### src/rtl/spi_regif.sv
// SPI-slave register interface: decodes 16-bit mode-0 frames into one-clock load
// strobes and a held write byte, and shifts readback data out on miso.
`timescale 1ns/1ps
module spi_regif (
  input  logic       clk,
  input  logic       resetn,
  input  logic       sclk,
  input  logic       ssn,
  input  logic       mosi,
  output logic       miso,
  input  logic [7:0] configrdreg0,
  input  logic [7:0] configrdreg1,
  input  logic [7:0] configrdreg2,
  input  logic [7:0] controlrdata,
  input  logic [7:0] hwconfig,
  output logic       cfgld0,
  output logic       cfgld1,
  output logic       cfgld2,
  output logic       ctrlld,
  output logic       wdogdivld,
  output logic       wdreset,
  output logic [7:0] wrtdata,
  output logic [1:0] dbg_state
);

  typedef enum logic [1:0] {
    ST_IDLE = 2'd0,
    ST_CMD  = 2'd1,
    ST_DATA = 2'd2,
    ST_DONE = 2'd3
  } state_t;

  state_t     r_state;
  state_t     w_next;

  logic [1:0] r_sclk_sync;
  logic [1:0] r_ssn_sync;
  logic [1:0] r_mosi_sync;
  logic       r_sclk_prev;
  logic       r_ssn_prev;

  logic [3:0] r_bit_cnt;
  logic [6:0] r_shift_in;
  logic [7:0] r_shift_out;
  logic       r_rnw;
  logic [3:0] r_addr;

  logic       r_cfgld0;
  logic       r_cfgld1;
  logic       r_cfgld2;
  logic       r_ctrlld;
  logic       r_wdogdivld;
  logic       r_wdreset;
  logic [7:0] r_wrtdata;

  logic       w_sclk;
  logic       w_ssn;
  logic       w_mosi;
  logic       w_rise;
  logic       w_fall;
  logic       w_ssn_fall;
  logic       w_active;
  logic [7:0] w_byte;
  logic       w_cmd_done;
  logic       w_data_done;
  logic [7:0] w_rdback;

  // ssn sync resets low so a frame already in progress at reset release is not
  // mistaken for a new one; only a real high->low transition starts a frame.
  always_ff @(posedge clk or negedge resetn) begin
    if (!resetn) begin
      r_sclk_sync <= 2'b00;
      r_ssn_sync  <= 2'b00;
      r_mosi_sync <= 2'b00;
      r_sclk_prev <= 1'b0;
      r_ssn_prev  <= 1'b0;
    end else begin
      r_sclk_sync <= {r_sclk_sync[0], sclk};
      r_ssn_sync  <= {r_ssn_sync[0], ssn};
      r_mosi_sync <= {r_mosi_sync[0], mosi};
      r_sclk_prev <= r_sclk_sync[1];
      r_ssn_prev  <= r_ssn_sync[1];
    end
  end

  assign w_sclk      = r_sclk_sync[1];
  assign w_ssn       = r_ssn_sync[1];
  assign w_mosi      = r_mosi_sync[1];
  assign w_rise      = w_sclk & ~r_sclk_prev;
  assign w_fall      = ~w_sclk & r_sclk_prev;
  assign w_ssn_fall  = ~w_ssn & r_ssn_prev;
  assign w_active    = (r_state == ST_CMD) || (r_state == ST_DATA);
  assign w_byte      = {r_shift_in, w_mosi};
  assign w_cmd_done  = (r_state == ST_CMD) && w_rise && (r_bit_cnt == 4'd7);
  assign w_data_done = (r_state == ST_DATA) && w_rise && (r_bit_cnt == 4'd15);

  always_comb begin
    w_rdback = 8'h00;
    case (w_byte[3:0])
      4'd0:    w_rdback = configrdreg0;
      4'd1:    w_rdback = configrdreg1;
      4'd2:    w_rdback = configrdreg2;
      4'd3:    w_rdback = controlrdata;
      4'd5:    w_rdback = hwconfig;
      default: w_rdback = 8'h00;
    endcase
  end

  always_ff @(posedge clk or negedge resetn) begin
    if (!resetn) begin
      r_state <= ST_IDLE;
    end else begin
      r_state <= w_next;
    end
  end

  // ssn high always wins, which both ends a finished frame and aborts a partial one.
  always_comb begin
    w_next = r_state;
    if (w_ssn) begin
      w_next = ST_IDLE;
    end else begin
      case (r_state)
        ST_IDLE: if (w_ssn_fall)  w_next = ST_CMD;
        ST_CMD:  if (w_cmd_done)  w_next = ST_DATA;
        ST_DATA: if (w_data_done) w_next = ST_DONE;
        default: w_next = r_state;
      endcase
    end
  end

  always_comb begin
    miso      = (r_state == ST_DATA) & r_shift_out[7];
    dbg_state = r_state;
  end

  always_ff @(posedge clk or negedge resetn) begin
    if (!resetn) begin
      r_bit_cnt   <= 4'd0;
      r_shift_in  <= 7'd0;
      r_shift_out <= 8'h00;
      r_rnw       <= 1'b0;
      r_addr      <= 4'd0;
    end else begin
      if (r_state == ST_IDLE) begin
        r_bit_cnt <= 4'd0;
      end else if (w_active && w_rise) begin
        r_bit_cnt <= r_bit_cnt + 4'd1;
      end
      if (w_active && w_rise) begin
        r_shift_in <= w_byte[6:0];
      end
      // The falling edge right after the command byte does not shift, so bit7
      // of the readback sits on miso before the first data rising edge.
      if (w_cmd_done) begin
        r_rnw  <= w_byte[7];
        r_addr <= w_byte[3:0];
        if (w_byte[7]) begin
          r_shift_out <= w_rdback;
        end
      end else if ((r_state == ST_DATA) && w_fall && (r_bit_cnt != 4'd8)) begin
        r_shift_out <= {r_shift_out[6:0], 1'b0};
      end
    end
  end

  always_ff @(posedge clk or negedge resetn) begin
    if (!resetn) begin
      r_cfgld0    <= 1'b0;
      r_cfgld1    <= 1'b0;
      r_cfgld2    <= 1'b0;
      r_ctrlld    <= 1'b0;
      r_wdogdivld <= 1'b0;
      r_wdreset   <= 1'b0;
      r_wrtdata   <= 8'h00;
    end else begin
      r_cfgld0    <= 1'b0;
      r_cfgld1    <= 1'b0;
      r_cfgld2    <= 1'b0;
      r_ctrlld    <= 1'b0;
      r_wdogdivld <= 1'b0;
      r_wdreset   <= 1'b0;
      if (w_data_done && !r_rnw) begin
        case (r_addr)
          4'd0: begin r_cfgld0    <= 1'b1; r_wrtdata <= w_byte; end
          4'd1: begin r_cfgld1    <= 1'b1; r_wrtdata <= w_byte; end
          4'd2: begin r_cfgld2    <= 1'b1; r_wrtdata <= w_byte; end
          4'd3: begin r_ctrlld    <= 1'b1; r_wrtdata <= w_byte; end
          4'd4: begin r_wdogdivld <= 1'b1; r_wrtdata <= w_byte; end
          4'd6: r_wdreset <= 1'b1;
          default: ;
        endcase
      end
    end
  end

  assign cfgld0    = r_cfgld0;
  assign cfgld1    = r_cfgld1;
  assign cfgld2    = r_cfgld2;
  assign ctrlld    = r_ctrlld;
  assign wdogdivld = r_wdogdivld;
  assign wdreset   = r_wdreset;
  assign wrtdata   = r_wrtdata;

endmodule

### config.mk
export PLATFORM = sky130hd
export DESIGN_NAME = spi_regif
export DESIGN_NICKNAME = d
export VERILOG_FILES = /design/src/rtl/spi_regif.sv
export SDC_FILE = /design/constraint.sdc
export NUM_CORES = 1
export LEC_CHECK = 0
export BUFFER_PORTS_ARGS = -buffer_cell sky130_fd_sc_hd__buf_2
export CELL_PAD_IN_SITES_DETAIL_PLACEMENT = 0
export CELL_PAD_IN_SITES_GLOBAL_PLACEMENT = 1
export CORE_UTILIZATION = 44
export CTS_CLUSTER_SIZE = 24
export DETAILED_ROUTE_END_ITERATION = 8
export GPL_ROUTABILITY_DRIVEN = 1
export PLACE_DENSITY_LB_ADDON = 0.1
export SYNTH_ARGS = -nofsm -noshare
export SYNTH_HDL_FRONTEND = slang
export SYNTH_SLANG_ARGS = --single-unit
### constraint.sdc
create_clock -name clk -period 4.01 [get_ports clk]
set_input_delay 0.401 -clock clk [delete_from_list [all_inputs] [get_ports clk]]
set_output_delay 0.401 -clock clk [all_outputs]
set_load 0.01 [all_outputs]
# --- Word-level counts from Yosys, hierarchy flattened ---
# Cells that the tools add are included.
classes:
  add_sub_neg: 1
  n_mul: 0
  n_div: 0
  order_cmp: 0
  eq_ne: 18
  shifts: 0
  mux: 23
  bitwise_logic: 7
  n_reduce_logical: 20
op_table:
  columns: ["cell", "count"]
  rows:
  - ["$pmux 8 s5", 1]
  - ["$mux 8", 3]
  - ["$eq 4x2->1 const B", 4]
  - ["$eq 4x3->1 const B", 4]
  - ["$mux 1", 12]
  - ["$ne 3x3->1 const B", 3]
  - ["$eq 4x1->1 const B", 2]
  - ["$logic_and 1x1->1", 8]
  - ["$logic_not 4->1", 2]
  - ["$mux 2", 4]
  - ["$mux 4", 2]
  - ["$pmux 2 s3", 1]
  - ["$reduce_or 5->1", 1]
  - ["$add 4x1->4 const B", 1]
  - ["$and 1x1->1", 4]
  - ["$eq 4x4->1 const B", 1]
  - ["$ne 4x4->1 const B", 1]
  - ["$reduce_and 2->1", 2]
  - ["$reduce_and 4->1", 1]
  - ["$reduce_bool 2->1", 2]
  - ["$reduce_bool 4->1", 1]
  - ["$not 1->1", 3]
  - ["$eq 2x1->1 const B", 1]
  - ["$eq 2x2->1 const B", 1]
  - ["4 further kinds", 4]
word_totals:
  reg_bits: 48
  latch_bits: 0
  ramBits: 0
  romBits: 0
  in_bits: 45
  output_inout_bits: 17
  word_cells: 87
  mem_count: 0

# --- Logic depth before layout (Yosys ltp) ---
# Gate-level depths: netlist of run 1.
logic_depth:
  depth_word: 7
  mapped_depth: 7
  mapped_depth_nobuf: 6

# --- Least setup slack after synthesis of run 1 ---
# No wires, ideal clock.
synth_timing:
  path_kind: "register to register"
  from: "register r_state[0], in the netlist dbg_state[0]"
  to: "register r_shift_out[2]"
  setup_ns: 0.136
  t_arrival_ns: 1.552
  required_ns: 3.874
  setup_slack_ns: 2.323
  path_stages_with_launch: 7
  path_buffers: 0
  period_less_slack_ns: 1.687
  path_cell_list: "dfrtp_1 -> inv_1 -> ha_1 -> nand2_1 -> nor3_4 -> mux2i_1 -> o22ai_1"
synth_between:
  elab_chain_len: 5
  elab_cells_between_ends: 10
  classes_between: "eq/ne: 3; mux: 1; reduce/logical: 6"
synth_lines:
  columns: ["item", "line_no", "rtl"]
  rows:
  - ["start, declared", "33", "state_t r_state;"]
  - ["start signal, assigned", "113", "r_state <= w_next;"]
  - ["$eq 2x1->1 / $eq 2x2->1 (equally long branches)", "94, 161", null]
  - ["$logic_and 1x1->1 (on tied branches) (2 in a row)", "94, 161", null]
  - ["$ne 2x2->1 (no line) / $reduce_bool 2->1 (equally long branches)", null, null]
  - ["$reduce_and 2->1 (no line)", null, null]
  - ["end signal, assigned", "159", "r_shift_out <= w_rdback;"]
  - ["end signal, assigned", "162", "r_shift_out <= {r_shift_out[6:0], 1'b0};"]
  - ["end, declared", "44", "logic [7:0] r_shift_out;"]
# Parallel ways exist; a longest one is shown, timed or not.
# A chain may end at the register's enable or synchronous reset.

# --- Worst setup path after layout of run 1 ---
layout_timing:
  from: "register r_mosi_sync[1]"
  to: "register r_shift_out[4]"
layout_between:
  elab_chain_len: 4
  elab_cells_between_ends: 8
  classes_between: "eq/ne: 4; mux: 3; reduce/logical: 1"
layout_lines:
  columns: ["item", "line_no", "rtl"]
  rows:
  - ["start, declared", "38", "logic [1:0] r_mosi_sync;"]
  - ["start signal, assigned", "80", "r_mosi_sync <= {r_mosi_sync[0], mosi};"]
  - ["$eq 4x3->1, or another cell as far along", "99", "case (w_byte[3:0])"]
  - ["$pmux 8 s5 (*)", "99", null]
  - ["$mux 8 (*)", "158", "if (w_byte[7]) begin"]
  - ["$mux 8 (*)", "155", "if (w_cmd_done) begin"]
# Every way passes the cells marked *; elsewhere a longest branch is shown, timed or not. The select of a mux whose other input is x is not followed.

==> results of run 1 <==
sequential cells by signal, summed over array words and instances (netlist names), 2 cells and up:
signal       count
r_bit_cnt        4
r_sclk_sync      2
r_ssn_sync       2
dbg_state        2
r_shift_out      8
r_mosi_sync      2
wrtdata          8
r_shift_in       7
r_addr           4
placed cells by master (no fill, tap or decap), types with 3 or more instances in the layout:
cell,netlist,routed
a2111oi_0,3,3
a21oi_1,15,15
a22o_1,3,3
buf_2,2,61
clkbuf_8,0,6
dfrtp_1,48,48
ha_1,5,5
inv_1,4,4
mux2_2,10,10
mux2_4,8,8
mux2i_1,14,14
nand2_1,28,28
nor2_1,8,8
nor3_1,3,3
nor3b_1,4,4
nor4b_1,3,3
o21ai_0,3,3
o22ai_1,6,6
o32a_1,4,4
per-stage QoR:
step	utilization (%)	setup slack, ns	hold slack [ns]	instances	power (mW)
after floorplan	-	2.323	0.1054	210	0.8072
after global placement	52.96	2.112	0.3326	331	0.9047
after detailed placement	52.96	2.096	0.3347	331	0.9050
after CTS	54.81	2.091	0.1849	339	1.214
after global routing	54.81	1.932	0.1829	339	1.281
final	54.81	2.101	0.1820	339	1.193
cells by family (layout without fill, tap and decap cells):
kind of cell	count (synthesis)	after routing	share of synthesized area, %
simple gates	70	70	16.92
flops	48	48	49.82
compound gates	37	37	10.64
mux	33	33	16.40
buf+inv	15	74	2.906
fa+ha+maj	5	5	2.595
xor+xnor	2	2	0.7267
critical path: cells and delay by family (launching register included):
| family | cells | cell delay, ns |
|---|---|---|
| DFF | 1 | 0.93 |
| AOI/OAI and AO/OA | 3 | 0.74 |
| muxes | 1 | 0.15 |
routing by layer:
layer | part of all wire, % | vias to the layer above
met3 | 5.4 | 4
met5 | 0 | -
met1 | 46 | 835
met4 | 1.1 | 0
met2 | 47 | 51
li1 | - | 877
worst paths after layout:
path,to,cells past startpoint
max,r_shift_out[4],4
min,r_ssn_sync[1],2
min reg2reg,r_sclk_sync[1],0
max reg2reg,r_shift_out[4],4
max in group asynchronous,wdogdivld,2
min in group clk,r_sclk_sync[0],1
where the power goes:
group	switching, mW	internal [mW]
combinational	0.133	0.135
sequential	0.0950	0.527
clock	0.162	0.141
area by class of cell:
type                       count  share of cell area (%)
clock buffer                   6                   2.895
clock inverter                 2                  0.4825
inverter                       4                  0.5263
multi-input combinational    147                   39.96
sequential                    48                   42.11
tap                           70                   3.070
timing repair buffer          62                   10.96
==> summary.txt, run 1 <==
Routing
  – Detailed Routing Iterations Pass 1: 4
  – Post-route ant nets: 0
  – Vias after detailed routing: approximately 1,800
  – Starting DRC count in detailed routing: 78
  – DRC: 0
  – Drt via density: 5.212
  – Routed wire per std cell: ~15 µm
  – Wirelength, routed: ~5.0 mm

Run
  – Max-Cap Viols: 0

Floorplanning
  – Die Ht: between 70 and 80 µm
  – I/O Pins: 62
  – Core area: about 0.0052 mm²
  – Initial Util: between 40% and 50%
  – Row count: 26
  – Die width: 76.03 µm
  – Full die area: 0.005780 mm²

Worst setup path
  – WS Path Type: flip-flop to flip-flop
  – WP data arrival: roughly 2.1 ns
  – Register-to-Register Setup Slack: ~2.1 ns
  – Critical path origin: r_mosi_sync[1]
  – Crit path required time: ~4.2 ns
  – Worst reg2reg path startpoint: r_mosi_sync[1]
  – Critical Path Max Stage Delay: roughly 0.93 ns
  – Max FO, Critical Path: 25
  – CP cell instances: mux2i_1, a2111oi_0, a21oi_1, o22ai_1
  – Setup crit end kind: flip-flop
  – Crit path launch type: flip-flop
  – Slowest CP cell: dfrtp_1

Synth
  – Post-synth EDFFs: 0
  – Synthesized instance count: between 200 and 250
  – Synthesized area: 0.002411 mm²
  – Avg Cell Area, Syn: 11.48 µm²
  – FF+latch count, synth: 48
  – Yosys cell types: 44
  – Top cells by area, synth: dfrtp_1 (50%), mux2i_1 (5.8%), mux2_4 (5.0%)
  – Synth warnings: 0
  – Largest area contributor in the netlist: dfrtp_1
  – Mapped Nets: 260
  – Sequential area share after synthesis: 49.82%
  – Ys flop type: dfrtp_1
  – Top cells by count, synth: dfrtp_1 (48), nand2_1 (28), a21oi_1 (15)
  – Post-synth top area share: around half
  – Fraction of registers with async set/reset: 100.0%
  – Top-count cell post-synth: dfrtp_1

Timing
  – Fin. max-slew vios: 0
  – Fin Clk Skew: ~0.0057 ns
  – Max Fclk: about 520 MHz
  – Worst slew pin tran: about 0.9 ns
  – Final setup vio count: 0
  – Fin. Hold Viols: 0
  – RSZ-0062 raised after global routing: no
  – Final worst path period share: 47.60%
  – Minimum clock period: between 1.5 and 2 ns
  – Relative slew slack: 40.88%
  – Total negative slack: 0 ns

Global routing
  – GRT Overall Usage: between 10% and 20%
  – GR Layer Usage met1: between 20% and 30%
  – Initial antenna violation count: 0
  – GRT met3 Usage: under 10%
  – First-pass GRT wire length: 8.721 mm
  – GR met2 Demand/Resource: a little under a third
  – Total congestion overflow: 0
  – Largest net degree at the start of global routing: 49
  – Vias in the first global route: roughly 1,800
  – Global route hottest layer: met2

Clock network
  – Post CTS Setup Buffer Count: 0
  – Clk Latency, worst-skew pair: approximately 0.3 ns
  – CTS Hold Buffers Added: 0
  – Clock Pin Slew Worst Setup and Hold Paths: ~0.090 ns
  – Root Buffer: clkbuf_8
  – CTS tree: yes
  – # H-tree levels: 2
  – Post-CTS Resized: 0
  – CTS max path bufs: 2
  – Clock sink total: 48
  – Clock buffer count from CTS: 5

Cells and area
  – Layout cells sized above 1: 34.94%
  – FF+latch area: around 0.0012 mm²
  – Nets: between 300 and 400
  – Finished Cell Area: between 0.002 and 0.003 mm²
  – Multi-input gate area: approximately 0.0011 mm²
  – Antenna diodes: 0
  – P&R area growth vs syn: 18.32%
  – # fillers: about 500

Place
  – Port bufs: 61
  – Dpl hpwl: approximately 3.6 mm
  – Placed cell area: roughly 0.0028 mm²
  – RePlAce Congestion: between 0.7 and 0.8

Run status
  – Status: finished clean

Worst hold path
  – Classification of the worst-slack hold path: input pin to asynchronous set/reset pin

Pwr
  – Leakage: about 1.4 nW
  – VDD IR max: ~0.21 mV
  – Cell Pwr Density: approximately 420 mW/mm²
Power figures use the tool's default switching activity.
==> run 2, diff against run 1 <==
Settings changed: CORE_UTILIZATION 44 to 41.
Clock period 4.01 ns to 1.9 ns, I/O delays scaled along.
==> run 2 against run 1 <==
- sequential share of layout area down 2.3 points
- sequential cell count unchanged
- routed wire length up 0.40%
- clock-buffer cell count down 1
- non-clock buffer count up 16
- critical endpoint is now dbg_state[1]
- largest cell class unchanged
- highest routed layer unchanged
==> summary.txt, run 2 (same netlist as run 1, synthesis figures left out) <==
Timing
  – Total negative slack: 0 ns
  – Setup ws final: between 0.15 and 0.2 ns
  – Final hold slack: 0.2962 ns
  – Max Fclk: roughly 590 MHz
  – Fin. max-slew vios: 0
  – Minimum clock period: between 1.5 and 2 ns
  – Fin. Hold Viols: 0
  – Final setup vio count: 0
  – Fin Clk Skew: roughly 0.0056 ns
  – Final worst path period share: approximately nine tenths
  – RSZ-0062 raised after global routing: no
  – Relative slew slack: around 66%
  – Worst slew pin tran: between 0.4 and 0.5 ns

Run status
  – Status: finished clean

Floorplanning
  – Initial Util: a little over two fifths
  – Core area: 0.005574 mm²
  – Die Ht: ~80 µm
  – I/O Pins: between 60 and 70
  – Die width: 78.69 µm
  – Full die area: about 0.0062 mm²
  – Row count: 27

Worst setup path
  – Reg2Reg Depth: 6
  – Setup crit end kind: flip-flop
  – WP data arrival: about 1.9 ns
  – Crit path required time: roughly 2.1 ns
  – WS Path Type: flip-flop to flip-flop
  – Max FO, Critical Path: 7
  – Crit path launch type: flip-flop

Place
  – Port bufs: between 60 and 70
  – Dpl hpwl: 3.784 mm
  – RePlAce Congestion: about 0.72
  – Place WS: 0.09516 ns

Global routing
  – First-pass GRT wire length: roughly 8.4 mm
  – Initial antenna violation count: 0
  – Total congestion overflow: 0
  – Largest net degree at the start of global routing: 28
  – GRT Overall Usage: between 15 and 20%
  – Vias in the first global route: 1,786

Cells and area
  – # fillers: a little under 500
  – P&R area growth vs syn: 25.22%
  – Antenna diodes: 0
  – Layout cells sized above 1: a little under two fifths
  – Commonest non-fill, non-tap cells in the layout: buf_2 (61), dfrtp_1 (48), nand2_1 (28)
  – Most common cell after layout, fill and taps aside: buf_2
  – Multi-input gate area: between 0.001 and 0.0015 mm²
  – FF+latch area: between 0.001 and 0.0015 mm²
  – Nets: 334

Clock network
  – # H-tree levels: 2
  – Clock buffer count from CTS: 5
  – Root Buffer: clkbuf_8
  – CTS tree: yes
  – Clk Latency, worst-skew pair: 0.30 ns
  – Clock sink total: 48
  – Clock Pin Slew Worst Setup and Hold Paths: about 0.080 ns
  – CTS max path bufs: 2

Pwr
  – Total Power: approximately 2.7 mW
  – Cell Pwr Density: about 880 mW/mm²
  – VDD IR max: 0.5769 mV
  – Leakage: about 1.5 nW

Routing
  – Vias after detailed routing: approximately 1,800
  – Starting DRC count in detailed routing: just under 70
  – Post-route ant nets: 0
  – DRC: 0
  – Detailed Routing Iterations Pass 1: 5
  – Routed wire per std cell: approximately 14 µm
  – Drt via density: about 5
  – Wirelength, routed: 5.004 mm

Worst hold path
  – Classification of the worst-slack hold path: input pin to flip-flop
  – Depth of the worst hold-timing path: 4

Run
  – Max-Cap Viols: 0
-- run 2: cell types whose count changed in the layout (fill, tap and decap cells not counted), sizes merged --
cell | previous run | this run
buf | 62 | 74
bufinv | 0 | 1
clkbuf | 6 | 5
clkinvlp | 0 | 1
dlygate4sd3 | 0 | 4
inv | 5 | 4
-- run 2: area by class of cell --
class / instances / share of cell area (%)
Sequential cell: 48 / 39.78
Multi-Input combinational cell: 147 / 37.96
Timing Repair Buffer: 78 / 15.08
Tap cell: 72 / 2.984
Clock buffer: 5 / 2.279
Clock inverter: 3 / 1.409
Inverter: 4 / 0.4973
-- run 2: report_power, final --
part / internal [mW] / switching, mW
Sequential: 1.11 / 0.159
Clock: 0.389 / 0.336
Combinational: 0.337 / 0.327
-- run 2: worst paths after layout --
| check | start | endpoint | slack, ns |
|---|---|---|---|
| max | dbg_state[0] | dbg_state[1] | 0.20 |
| min reg2reg | r_mosi_sync[0] | r_mosi_sync[1] | 0.35 |
| max in group asynchronous | resetn | wrtdata[7] | 1.01 |
| max reg2reg | dbg_state[0] | dbg_state[1] | 0.20 |
| min in group asynchronous | resetn | r_ssn_prev | 0.39 |
| min | hwconfig[0] | r_shift_out[0] | 0.30 |
-- run 2: per-layer routing --
layer	global-route usage [%]	up-vias	wire length [µm]
met3	5.000	5	334
li1	-	911	-
met5	0	-	0
met2	28.52	50	2361
met1	23.20	820	2255
met4	5.556	0	53
-- run 2: critical path: stages, from the launching register on --
cell     delay, ns
dfrtp_1       0.39
inv_1         0.07
ha_1          0.28
mux2_2        0.30
nor4_2        0.30
o21ai_0       0.14
a21oi_1       0.15
-- run 2: what timing repair did --
item / CTS / global route
resized for setup: 0 / 1
endpoints found under the hold margin: 24 / 0
hold buffers: 4 / 0
setup buffers: 0 / 0
endpoints found under the setup margin: 0 / 1
-- run 2: stage by stage --
stage	util, %	std cells	cell area [µm²]
after global placement	51.34	345	2861
after CTS	54.05	357	3013
after floorplan	-	210	2411
final	54.16	357	3019
after global routing	54.16	357	3019
after detailed placement	51.34	345	2861
